--- src/rtl/i4004_bus_sequencer_pkg.sv ---
// Shared definitions for the i4004 bus sequencer.
//   - Phase encodings PH_A1..PH_X3 for the 8-phase instruction cycle.
//   - One-hot grant bit indices G_IP/G_SP/G_ALU.
//   - Bus owner enum plus helpers to classify phases and encode grants.
package i4004_bus_sequencer_pkg;

    localparam logic [2:0] PH_A1 = 3'd0;
    localparam logic [2:0] PH_A2 = 3'd1;
    localparam logic [2:0] PH_A3 = 3'd2;
    localparam logic [2:0] PH_M1 = 3'd3;
    localparam logic [2:0] PH_M2 = 3'd4;
    localparam logic [2:0] PH_X1 = 3'd5;
    localparam logic [2:0] PH_X2 = 3'd6;
    localparam logic [2:0] PH_X3 = 3'd7;

    localparam int unsigned G_IP  = 0;
    localparam int unsigned G_SP  = 1;
    localparam int unsigned G_ALU = 2;

    typedef enum logic [1:0] {
        OwnNone,
        OwnIp,
        OwnSp,
        OwnAlu
    } owner_e;

    // A1..A3: IP board drives the address nibbles.
    function automatic logic is_addr_phase(input logic [2:0] ph);
        return (ph == PH_A1) || (ph == PH_A2) || (ph == PH_A3);
    endfunction

    // M1/M2: opcode/operand fetched from the pads.
    function automatic logic is_fetch_phase(input logic [2:0] ph);
        return (ph == PH_M1) || (ph == PH_M2);
    endfunction

    // X2/X3: scratchpad or ALU may own the bus, otherwise pads are read.
    function automatic logic is_exec_io_phase(input logic [2:0] ph);
        return (ph == PH_X2) || (ph == PH_X3);
    endfunction

    function automatic logic [2:0] owner_grant(input owner_e own);
        logic [2:0] g;
        g = 3'b000;
        case (own)
            OwnIp:   g[G_IP]  = 1'b1;
            OwnSp:   g[G_SP]  = 1'b1;
            OwnAlu:  g[G_ALU] = 1'b1;
            default: g = 3'b000;
        endcase
        return g;
    endfunction

endpackage

--- src/rtl/i4004_bus_sequencer_if.sv ---
// Board/pad side of the i4004 data bus.
//   master : the bus sequencer (drives pads, bus_data, grant, conflict)
//   slave  : the boards and pad cells (drive requests, owner nibbles, pad input)
// Signals:
//   ip_data, sp_req, sp_data, alu_req, alu_data : board requests and nibbles
//   data_in                                     : pad input nibble
//   data_out, data_dir                          : pad output nibble / drive enable
//   bus_data                                    : internal bus seen by all boards
//   grant                                       : one-hot {alu,sp,ip} owner
//   conflict                                    : sp/alu both requested in X2/X3
interface i4004_bus_sequencer_if;
    logic [3:0] ip_data;
    logic       sp_req;
    logic [3:0] sp_data;
    logic       alu_req;
    logic [3:0] alu_data;
    logic [3:0] data_in;
    logic [3:0] data_out;
    logic       data_dir;
    logic [3:0] bus_data;
    logic [2:0] grant;
    logic       conflict;

    modport master (
        input  ip_data, sp_req, sp_data, alu_req, alu_data, data_in,
        output data_out, data_dir, bus_data, grant, conflict
    );

    modport slave (
        output ip_data, sp_req, sp_data, alu_req, alu_data, data_in,
        input  data_out, data_dir, bus_data, grant, conflict
    );
endinterface

--- src/rtl/i4004_bus_sequencer_phase_counter.sv ---
// Phase tracker for the 8-phase instruction cycle.
// Ports:
//   sysclk     : system clock
//   poc_n      : synchronous active-low reset
//   clk1, clk2 : one-sysclk phase-start and mid-phase strobes
//   phase      : current phase (A1=0 .. X3=7), registered
//   sync_pad   : high while phase is X3 (decoded)
//   clk2_first : combinational qualifier, first valid clk2 of this phase
//   proto_err  : registered pulse when clk1 and clk2 coincide
module i4004_bus_sequencer_phase_counter
    import i4004_bus_sequencer_pkg::*;
#(
    parameter logic [2:0] RESET_PHASE = 3'd7
) (
    input  logic       sysclk,
    input  logic       poc_n,
    input  logic       clk1,
    input  logic       clk2,
    output logic [2:0] phase,
    output logic       sync_pad,
    output logic       clk2_first,
    output logic       proto_err
);

    logic [2:0] phase_q, phase_d;
    logic       clk2_seen_q, clk2_seen_d;
    logic       proto_err_q, proto_err_d;

    always_ff @(posedge sysclk) begin
        if (!poc_n) begin
            phase_q     <= RESET_PHASE;
            clk2_seen_q <= 1'b0;
            proto_err_q <= 1'b0;
        end else begin
            phase_q     <= phase_d;
            clk2_seen_q <= clk2_seen_d;
            proto_err_q <= proto_err_d;
        end
    end

    always_comb begin
        phase_d     = phase_q;
        clk2_seen_d = clk2_seen_q;
        proto_err_d = clk1 & clk2;
        // clk1 wins a coincident strobe; the clk2 is discarded.
        clk2_first  = clk2 & ~clk1 & ~clk2_seen_q;

        if (clk1) begin
            phase_d     = phase_q + 3'd1;
            clk2_seen_d = 1'b0;
        end else if (clk2_first) begin
            clk2_seen_d = 1'b1;
        end
    end

    assign phase     = phase_q;
    assign sync_pad  = (phase_q == PH_X3);
    assign proto_err = proto_err_q;

endmodule

--- src/rtl/i4004_bus_sequencer.sv ---
// Shared 4-bit data bus sequencer for the i4004.
// Tracks the instruction phase from clk1/clk2, grants the bus per phase to the
// IP, scratchpad or ALU board, and controls the pad drive direction.
// Ports:
//   sysclk     : system clock
//   poc_n      : synchronous active-low reset
//   clk1, clk2 : phase-start and mid-phase strobes
//   bus        : board/pad signals (master side)
//   phase      : current phase (A1=0 .. X3=7)
//   sync_pad   : high while phase is X3
//   proto_err  : pulse when clk1 and clk2 coincide
module i4004_bus_sequencer
    import i4004_bus_sequencer_pkg::*;
#(
    parameter logic [2:0] RESET_PHASE = 3'd7
) (
    input  logic                         sysclk,
    input  logic                         poc_n,
    input  logic                         clk1,
    input  logic                         clk2,
    i4004_bus_sequencer_if.master        bus,
    output logic [2:0]                   phase,
    output logic                         sync_pad,
    output logic                         proto_err
);

    logic       clk2_first;

    logic [3:0] data_out_q, data_out_d;
    logic       data_dir_q, data_dir_d;
    logic [3:0] bus_data_q, bus_data_d;
    logic [2:0] grant_q, grant_d;
    logic       conflict_q, conflict_d;
    owner_e     owner;

    i4004_bus_sequencer_phase_counter #(
        .RESET_PHASE (RESET_PHASE)
    ) u_phase_counter (
        .sysclk     (sysclk),
        .poc_n      (poc_n),
        .clk1       (clk1),
        .clk2       (clk2),
        .phase      (phase),
        .sync_pad   (sync_pad),
        .clk2_first (clk2_first),
        .proto_err  (proto_err)
    );

    always_ff @(posedge sysclk) begin
        if (!poc_n) begin
            data_out_q <= 4'h0;
            data_dir_q <= 1'b0;
            bus_data_q <= 4'h0;
            grant_q    <= 3'b000;
            conflict_q <= 1'b0;
        end else begin
            data_out_q <= data_out_d;
            data_dir_q <= data_dir_d;
            bus_data_q <= bus_data_d;
            grant_q    <= grant_d;
            conflict_q <= conflict_d;
        end
    end

    always_comb begin
        data_out_d = data_out_q;
        data_dir_d = data_dir_q;
        bus_data_d = bus_data_q;
        grant_d    = grant_q;
        conflict_d = 1'b0;
        owner      = OwnNone;

        if (clk1) begin
            // Release the pads at every phase boundary so there is always
            // at least one sysclk of turnaround between drivers.
            data_dir_d = 1'b0;
            grant_d    = 3'b000;
        end else if (clk2_first) begin
            if (is_addr_phase(phase)) begin
                owner = OwnIp;
            end else if (is_exec_io_phase(phase)) begin
                if (bus.sp_req) begin
                    owner = OwnSp;
                end else if (bus.alu_req) begin
                    owner = OwnAlu;
                end
                conflict_d = bus.sp_req & bus.alu_req;
            end

            grant_d = owner_grant(owner);

            unique case (owner)
                OwnIp: begin
                    data_out_d = bus.ip_data;
                    bus_data_d = bus.ip_data;
                    data_dir_d = 1'b1;
                end
                OwnSp: begin
                    data_out_d = bus.sp_data;
                    bus_data_d = bus.sp_data;
                    data_dir_d = 1'b1;
                end
                OwnAlu: begin
                    data_out_d = bus.alu_data;
                    bus_data_d = bus.alu_data;
                    data_dir_d = 1'b1;
                end
                OwnNone: begin
                    data_dir_d = 1'b0;
                    // X1 keeps the previous bus value; fetch and undriven
                    // X2/X3 read the pads.
                    if (is_fetch_phase(phase) || is_exec_io_phase(phase)) begin
                        bus_data_d = bus.data_in;
                    end
                end
            endcase
        end
    end

    assign bus.data_out = data_out_q;
    assign bus.data_dir = data_dir_q;
    assign bus.bus_data = bus_data_q;
    assign bus.grant    = grant_q;
    assign bus.conflict = conflict_q;

endmodule

--- src/flat_wrapper.sv ---
// flat-port wrapper written by rule: the top's interface ports become plain ports
module i4004_bus_sequencer_flat import i4004_bus_sequencer_pkg::*;
#(
    parameter logic [2:0] RESET_PHASE = 3'd7
)
  (sysclk, poc_n, clk1, clk2, phase, sync_pad, proto_err, bus_ip_data, bus_sp_req, bus_sp_data, bus_alu_req, bus_alu_data, bus_data_in, bus_data_out, bus_data_dir, bus_bus_data, bus_grant, bus_conflict);
  i4004_bus_sequencer_if bus_i ();
  input  logic sysclk;
  input  logic poc_n;
  input  logic clk1;
  input  logic clk2;
  output logic [2:0] phase;
  output logic sync_pad;
  output logic proto_err;
  input wire logic [$bits(bus_i.ip_data)-1:0] bus_ip_data;
  input wire logic [$bits(bus_i.sp_req)-1:0] bus_sp_req;
  input wire logic [$bits(bus_i.sp_data)-1:0] bus_sp_data;
  input wire logic [$bits(bus_i.alu_req)-1:0] bus_alu_req;
  input wire logic [$bits(bus_i.alu_data)-1:0] bus_alu_data;
  input wire logic [$bits(bus_i.data_in)-1:0] bus_data_in;
  output wire logic [$bits(bus_i.data_out)-1:0] bus_data_out;
  output wire logic [$bits(bus_i.data_dir)-1:0] bus_data_dir;
  output wire logic [$bits(bus_i.bus_data)-1:0] bus_bus_data;
  output wire logic [$bits(bus_i.grant)-1:0] bus_grant;
  output wire logic [$bits(bus_i.conflict)-1:0] bus_conflict;
  assign bus_i.ip_data = bus_ip_data;
  assign bus_i.sp_req = bus_sp_req;
  assign bus_i.sp_data = bus_sp_data;
  assign bus_i.alu_req = bus_alu_req;
  assign bus_i.alu_data = bus_alu_data;
  assign bus_i.data_in = bus_data_in;
  assign bus_data_out = bus_i.data_out;
  assign bus_data_dir = bus_i.data_dir;
  assign bus_bus_data = bus_i.bus_data;
  assign bus_grant = bus_i.grant;
  assign bus_conflict = bus_i.conflict;
  i4004_bus_sequencer #(.RESET_PHASE(RESET_PHASE)) u_core (.sysclk(sysclk), .poc_n(poc_n), .clk1(clk1), .clk2(clk2), .bus(bus_i), .phase(phase), .sync_pad(sync_pad), .proto_err(proto_err));
endmodule
--- config.mk ---
export PLATFORM = sky130hd
export DESIGN_NAME = i4004_bus_sequencer_flat
export DESIGN_NICKNAME = d
export VERILOG_FILES = /design/src/rtl/i4004_bus_sequencer_pkg.sv /design/src/rtl/i4004_bus_sequencer_if.sv /design/src/rtl/i4004_bus_sequencer_phase_counter.sv /design/src/rtl/i4004_bus_sequencer.sv /design/src/flat_wrapper.sv
export SDC_FILE = /design/constraint.sdc
export NUM_CORES = 1
export LEC_CHECK = 0
export ABC_AREA = 1
export BUFFER_PORTS_ARGS = -buffer_cell sky130_fd_sc_hd__buf_4
export CORE_UTILIZATION = 43
export CTS_CLUSTER_SIZE = 24
export DETAILED_ROUTE_END_ITERATION = 10
export PLACE_DENSITY = 0.75
export SLEW_MARGIN = 30
export SYNTH_ARGS = -nofsm -noshare
export SYNTH_HDL_FRONTEND = slang
export SYNTH_SLANG_ARGS = --single-unit
--- constraint.sdc ---
create_clock -name sysclk -period 1.7 [get_ports sysclk]
set_input_delay 0.34 -clock sysclk [delete_from_list [all_inputs] [get_ports sysclk]]
set_output_delay 0.34 -clock sysclk [all_outputs]
set_load 0.1 [all_outputs]
==> flow_summary.toml <==
[clock_tree]
cts_hold_buf = 0
cts_sinks = 18
clock_latency_ns = 0.31
root_buffer = "clkbuf_4"
cts_buffers = 3
clock_path_buffers = 2
cts_htree_levels = 1
tritoncts = "built"
clkSlewWorstSetupHoldPaths_ns = 0.11

[worst_setup_path]
crit_chain = "ha_4, ha_4, buf_4"
cp.required_ns = 1.36
cp_slowest_cell = "dfxtp_4"
reg2reg_depth = 12
startpoint_type = "register"
critical_path.max_stage_delay_ns = 0.41
arrival_ns = 1.29
cp_max_fo = 5
cp.depth = 3
cpLargestDelayFamily = "flip-flops"
path_buf_inv = 1
critPathCaptureType = "primary output"
path_class = "reg2out"
crit_path_frequent_cell = "ha_4"

[route]
ant_nets = 0
first_iter_violations = 29
viasPerCell = 5.05
drt-pass1-iter-count = 4
wl_um = 2790
routed-via-count = 1152
drc = 0
wl_per_cell_um = 12.3

[finish]
fill_cells = 184
stdcell_count = 228
drive_gt1_share_pct = 43.5
area_growth_pct = 51.3
n_antenna_cell = 0
fin_util_pct = 70.1
fin_nets = 228

[timing]
fmax_ghz = 0.613
finalHoldViolCount = 0
relSlewSlack_pct = 77.2
fin_skew_ns = 0.00745
final.min_clock_period_ns = 1.63
fin_crit_sh_pct = 95.9
worst_pin_slew_ns = 0.340
finalSetupViolCount = 0
setup_tns_ns = 0
slew_violations = 0

[pwr]
power.density_nw_per_um2 = 853
power.leakage_nw = 0.807
power_mw = 1.34
vdd_drop_max_v = 0.000623

[placement]
io_buffers = 39
place_hpwl_um = 2090
post-place-cells = 215
place.gp.congestion = 0.856

[logic_synthesis]
yosysTopAreaCellShare_pct = 34.8
yosysSeqAreaShare_pct = 34.8
synth.most_common_cell = "nand2_1"
synth_edf_count = 0
ys.flop_type = "dfxtp_1"
async_reset_ff_share_pct = 0
synth-seq-cells = 18
synth.net_count = 174
yosysWarnings = 0
avgSynthCellArea_um2 = 7.04
netlist_instances = 147
synth.distinct_cells = 22
yosys-top-cells-count = "24 x nand2_1, 23 x inv_1, 18 x dfxtp_1"
yosys.area.top_type = "dfxtp_1"
netlist_top_cells_area = "dfxtp_1 35%, nand2_1 8.7%, inv_1 8.3%"
synth_area_um2 = 1030

[floorplanning]
start_util_pct = 46.3
die_x_um = 51.1
die_h_um = 51.1
core_area_um2 = 2230
die-area_um2 = 2610
io_pins = 40
rows = 17

[grt]
grt_antenna_before_repair = 0
grt_pass1_wl_um = 4160
grt_overflow_total = 0
grt_pass1_vias = 992
gr-usage-all-layers_pct = 21.7
grt_max_degree = 11

[worst_hold_path]
hold_class = "in2reg"
min_path_cells = 3

[flow_run]
cap_violations = 0

[run_status]
status = "completed"
state kept, by name (all words and copies together), names as in the netlist:
| register | flops |
|---|---|
| u_core.bus.data_dir | 1 |
| u_core.u_phase_counter.proto_err | 1 |
| u_core.bus.conflict | 1 |
| u_core.u_phase_counter.clk2_seen_q | 1 |
| u_core.u_phase_counter.phase | 3 |
| u_core.bus.grant | 3 |
| u_core.bus.bus_data | 4 |
| u_core.bus.data_out | 4 |
kinds of logic (layout without fill, tap and decap cells):
| group | Yosys count | count (layout) | share of synthesized area, % |
|---|---|---|---|
| compound gates | 32 | 32 | 17.0 |
| buf+inv | 31 | 83 | 11.7 |
| fa+ha+maj | 5 | 5 | 6.05 |
| simple gates | 61 | 62 | 30.4 |
| flops | 18 | 18 | 34.8 |
metrics by stage:
stage | setup slack (ns) | hold slack [ns] | instance area (µm²)
2_1_floorplan | -0.116 | 0.429 | 1080
3_3_place_gp | 0.0921 | 0.473 | 1420
3_5_place_dp | 0.0152 | 0.475 | 1420
4_1_cts | 0.00953 | 0.260 | 1460
5_1_grt | -0.0129 | 0.277 | 1570
6_report | 0.0692 | 0.260 | 1570
cell type report:
class | count | area, µm² | area share (%)
multi-input combinational | 99 | 646 | 41.2
timing repair buffer | 50 | 375 | 24.0
sequential | 18 | 372 | 23.7
inverter | 29 | 111 | 7.11
tap | 28 | 35.0 | 2.24
clock buffer | 3 | 22.5 | 1.44
clock inverter | 1 | 3.75 | 0.240
power by group:
group          switching, mW  internal, mW
clock                  0.142        0.0859
sequential            0.0282         0.452
combinational          0.436         0.190
total                  0.606         0.729
worst register-to-register path, delay by kind of cell, from the launching register on:
| kind | cells | cell delay, ns |
|---|---|---|
| compound gates | 1 | 0.16 |
| fa+ha+maj | 1 | 0.18 |
| buf+inv | 3 | 0.13 |
| simple gates | 7 | 0.64 |
| flops | 1 | 0.41 |
metal layers:
| layer | routed length, µm | vias up | global-route usage, % |
|---|---|---|---|
| li1 | - | 592 | - |
| met1 | 1280 | 527 | 26.8 |
| met2 | 1310 | 28 | 36.6 |
| met3 | 157 | 5 | 4.17 |
| met4 | 42 | 0 | 8.33 |
| met5 | 0 | - | 0 |
what timing repair did:
action                                 4_1_cts  5_1_grt
endpoints found under the hold margin        0        0
gates cloned                                 0        1
pin swaps                                    0        7
gates resized for setup                      1       16
setup endpoints to repair                    2        8
buffers inserted                             1        7
placed cells by master (no fill, tap or decap), types with 5 or more instances in the layout:
cell type / synthesis / layout
a21oi_1: 13 / 13
nand3_1: 8 / 8
o21ai_0: 8 / 8
inv_2: 2 / 7
inv_1: 23 / 20
nand4_1: 9 / 9
nand2_1: 24 / 23
buf_4: 1 / 50
nor2_1: 6 / 5
dfxtp_1: 18 / 15
final timing paths:
path | from | slack [ns] | end
worst max-delay path | u_core.u_phase_counter.phase[1] | 0.07 | sync_pad
worst min-delay path | clk2 | 0.26 | u_core.u_phase_counter.clk2_seen_q
worst max register to register | u_core.u_phase_counter.phase[1] | 0.10 | u_core.bus.bus_data[2]
worst min register to register | u_core.bus.data_dir | 0.49 | u_core.bus.data_dir
No activity file was read; power rests on OpenSTA's default activity.
